## config.mk

```make
export PLATFORM = sky130hd
export DESIGN_NAME = mux41_scan_ctrl
export DESIGN_NICKNAME = d
export VERILOG_FILES = /design/src/rtl/mux41_scan_ctrl.sv
export SDC_FILE = /design/constraint.sdc
export NUM_CORES = 1
export LEC_CHECK = 0
export CELL_PAD_IN_SITES_DETAIL_PLACEMENT = 0
export CELL_PAD_IN_SITES_GLOBAL_PLACEMENT = 1
export CORE_MARGIN = 5
export CORE_UTILIZATION = 38
export DETAILED_ROUTE_END_ITERATION = 16
export PLACE_DENSITY = 0.79
export RECOVER_POWER = 50
export SLEW_MARGIN = 20
export SYNTH_ARGS = -nofsm -noshare
export SYNTH_HDL_FRONTEND = slang
export SYNTH_SLANG_ARGS = --single-unit
```

## constraint.sdc

```tcl
create_clock -name clk -period 2.6 [get_ports clk]
set_clock_uncertainty 0.15 [all_clocks]
set_input_delay 0.65 -clock clk [delete_from_list [all_inputs] [get_ports clk]]
set_output_delay 0.65 -clock clk [all_outputs]
set_load 0.005 [all_outputs]
```

## src/rtl/mux41_scan_ctrl.sv

```systemverilog
// rtl/mux41_scan_ctrl.sv - scan sequencer for a 4:1 mux, assembles sampled bits into a frame
module mux41_scan_ctrl #(
  parameter int DWELL = 2
) (
  input  logic       clk,
  input  logic       rst_n,
  input  logic       start,
  input  logic       cont,
  input  logic [3:0] chan_mask,
  input  logic       y,
  output logic [1:0] s,
  output logic [3:0] frame,
  output logic       frame_valid,
  input  logic       frame_ready,
  output logic       busy
);

  localparam int CW = $clog2(DWELL + 1);
  localparam logic [CW-1:0] LAST_CNT = CW'(DWELL - 1);

  typedef enum logic [1:0] {IDLE, SCAN, PRESENT} state_t;

  state_t        state, state_nxt;
  logic [1:0]    s_nxt;
  logic [3:0]    frame_nxt;
  logic [3:0]    mask, mask_nxt;
  logic [CW-1:0] cnt, cnt_nxt;
  logic [1:0]    first_ch, next_ch;
  logic          has_next;

  // first_ch comes from the live mask (scan entry); next_ch from the latched one
  always_comb begin
    first_ch = 2'b00;
    next_ch  = 2'b00;
    has_next = 1'b0;
    for (int k = 3; k >= 0; k--) begin
      if (chan_mask[k]) first_ch = 2'(k);
      if (mask[k] && (k > int'(s))) begin
        next_ch  = 2'(k);
        has_next = 1'b1;
      end
    end
  end

  always_comb begin
    state_nxt = state;
    s_nxt     = s;
    frame_nxt = frame;
    cnt_nxt   = cnt;
    mask_nxt  = mask;
    case (state)
      IDLE: begin
        s_nxt = 2'b00;
        if (start && (chan_mask != 4'b0000)) begin
          state_nxt = SCAN;
          mask_nxt  = chan_mask;
          frame_nxt = 4'b0000;
          s_nxt     = first_ch;
          cnt_nxt   = '0;
        end
      end
      SCAN: begin
        if (cnt == LAST_CNT) begin
          frame_nxt[s] = y;
          cnt_nxt      = '0;
          if (has_next) s_nxt = next_ch;
          else          state_nxt = PRESENT;
        end else begin
          cnt_nxt = cnt + 1'b1;
        end
      end
      PRESENT: begin
        if (frame_ready) begin
          if (cont) mask_nxt = chan_mask;
          if (cont && (chan_mask != 4'b0000)) begin
            state_nxt = SCAN;
            frame_nxt = 4'b0000;
            s_nxt     = first_ch;
            cnt_nxt   = '0;
          end else begin
            state_nxt = IDLE;
            s_nxt     = 2'b00;
          end
        end
      end
      default: begin
        state_nxt = IDLE;
        s_nxt     = 2'b00;
      end
    endcase
  end

  always_ff @(posedge clk) begin
    if (!rst_n) begin
      state <= IDLE;
      s     <= 2'b00;
      frame <= 4'b0000;
      cnt   <= '0;
      mask  <= 4'b0000;
    end else begin
      state <= state_nxt;
      s     <= s_nxt;
      frame <= frame_nxt;
      cnt   <= cnt_nxt;
      mask  <= mask_nxt;
    end
  end

  assign frame_valid = (state == PRESENT);
  assign busy        = (state != IDLE);

endmodule
```

==> results_dict.tcl <==
set metrics [dict create \
    status "completed" \
    die_x_um 56.5 \
    cts_tree "built" \
    async_flop_share_pct 0 \
    ys_types 41 \
    die-area_mm2 0.00319 \
    cp-end-kind "output port" \
    grt_antenna_before_repair 0 \
    synth.avg_cell_area_um2 8.46 \
    cts_hold_buf 0 \
    via_count 778 \
    finalHoldViolCount 0 \
    slew_viol_final 0 \
    start_util_pct 41.0 \
    cts.sinks 13 \
    synth_warnings 0 \
    totalWireLength_um 1860 \
    ant_nets 0 \
    diodes 0 \
    yosysMostFrequentCell "dfxtp_1" \
    seq_area_frac_synth_pct 31.7 \
    ys_ff_latch 13 \
    numCtsBuffers 3 \
    syn_inst 97 \
    power_density_mw_per_mm2 454 \
    min_path_type "reg2reg" \
    grt_start_max_net_pins 13 \
    first_pass_iters 4 \
    worst_pin_slew_ns 0.673 \
    synth_edf_count 0 \
    cp-start-kind "register" \
    synthesis.area_um2 821 \
    rows 16 \
    criticalPathCategory "reg2out" \
    fin_crit_sh_pct 89.9 \
    cp.arrival_ns 1.54 \
    rsz0062_at_grt "false" \
    nets 125 \
    syn_nets 107 \
    io_buffers 17 \
    post-synth-top-area-fraction_pct 31.7 \
    first_global_vias 750 \
    post_cts_buffers 0 \
    first_iter_violations 14 \
    synth-main-ff-cell "dfxtp_1" \
    yosysTopAreaCell "dfxtp_1" \
    place_area_mm2 0.00100 \
    critPathRequiredTime_ns 1.80 \
    synth_common_cells "dfxtp_1 (13), nand2_1 (8), a21oi_1 (7)" \
    area_delta_synth_final_pct 22.7 \
    gr-total-overflow 0 \
    tns_ns 0 \
    yosys-top-cells-area "dfxtp_1 (32%), o221a_1 (5.5%), a21oi_1 (4.3%), nor2b_1 (3.8%), nand2_1 (3.7%)" \
    p_leak_nw 0.373 \
    path_clk_slew_ns 0.09 \
    path_max_fanout 9 \
    die-height_um 56.5 \
    cts_root_buf "clkbuf_4" \
    cts_resized 0 \
    grt_pass1_wl_um 3250 \
    clk_path_buf_depth 2 \
    nFillCells 201 \
    register_area_um2 260 \
    ios 18 \
    drc 0 \
    drive_above_1_share_pct 8.77 \
    setup_viol 0 \
    min_period_ns 2.34 \
    track_usage_pct 12.5 \
    whs_ns 0.315 \
    max_freq_mhz 428 \
    gp_congestion 0.788 \
    core_area_mm2 0.00200 \
    clock_latency_ns 0.28 \
    htree_levels 1 \
    drt-wirelength-per-cell_um 13.2 \
    fin_area_mm2 0.00101 \
    timing.slew.headroom_pct 54.5 \
    multi_input_area_um2 498 \
    ir_worst_vdd_v 0.000254 \
    maxCapViolCount 0 \
    viasPerCell 5.52 \
    dp_hpwl_um 1430 \
]
per-layer routing:
layer / vias to the layer above / share of wire, % / global-route usage (%)
li1: 395 / - / -
met1: 351 / 49 / 15.6
met2: 27 / 43 / 19.1
met3: 5 / 5.5 / 2.29
met4: 0 / 2.6 / 8.47
met5: - / 0 / 0
flip-flops by register name, summed over array words and instances, names as in the netlist:
register / count
s: 2
state: 2
frame: 4
cnt: 2
mask: 3
critical path, cell delays in order, from the launching register on:
cell             delay [ns]
dfxtp_1                0.50
nor2b_1                0.23
clkdlybuf4s50_1        0.53
layout by cell type (no fill, tap or decap), drive strengths merged, types with 2 or more instances in the layout:
| cell type | n |
|---|---|
| dfxtp | 13 |
| nand2b | 4 |
| a32o | 2 |
| and2 | 2 |
| or2 | 2 |
| nand2 | 9 |
| nor3 | 2 |
| nor3b | 2 |
| mux2i | 2 |
| dlygate4sd3 | 6 |
| o21ai | 8 |
| inv | 3 |
| o221a | 4 |
| clkdlybuf4s50 | 11 |
| a21o | 2 |
| nor2b | 5 |
| a21oi | 7 |
| nor2 | 7 |
| clkbuf | 4 |
| nand3 | 4 |
power breakdown:
| part | leakage [nW] | internal, mW | total [mW] | switching, mW |
|---|---|---|---|---|
| sequential | 0.106 | 0.208 | 0.222 | 0.0141 |
| clock | 0.0150 | 0.0597 | 0.133 | 0.0736 |
| combinational | 0.252 | 0.0507 | 0.102 | 0.0511 |
| total | 0.373 | 0.319 | 0.457 | 0.139 |
final timing paths:
kind / startpoint / endpoint / slack [ns] / cells past startpoint
worst max-delay path: state[1] / frame_valid / 0.26 / 2
worst min-delay path: mask[1] / mask[1] / 0.32 / 2
worst max register to register: state[0] / s[1] / 1.02 / 4
worst min register to register: mask[1] / mask[1] / 0.32 / 2
final cells by class:
cell class / count / area share [%]
Clock buffer: 4 / 2.61
Timing Repair Buffer: 18 / 17.6
Sequential cell: 13 / 25.8
Tap cell: 27 / 3.35
Multi-Input combinational cell: 76 / 49.4
Inverter: 3 / 1.12
stage by stage:
step | power, mW | utilization (%) | instances | setup slack (ns)
final | 0.457 | 50.3 | 141 | 0.262
after global routing | 0.483 | 50.3 | 141 | 0.169
after CTS | 0.467 | 51.4 | 141 | 0.266
after detailed placement | 0.334 | 50.1 | 137 | 0.201
after global placement | 0.332 | 50.1 | 137 | 0.217
after floorplan | 0.291 | - | 97 | 0.901
logic make-up after synthesis:
logic type             after synthesis  synth area share [%]
buffers and inverters                8                  4.88
flip-flops                          13                  31.7
AO/OA/AOI/OAI                       32                  30.3
AND/OR/NAND/NOR                     42                  30.6
multiplexers                         2                  2.44
(Power assumes the default switching activity.)
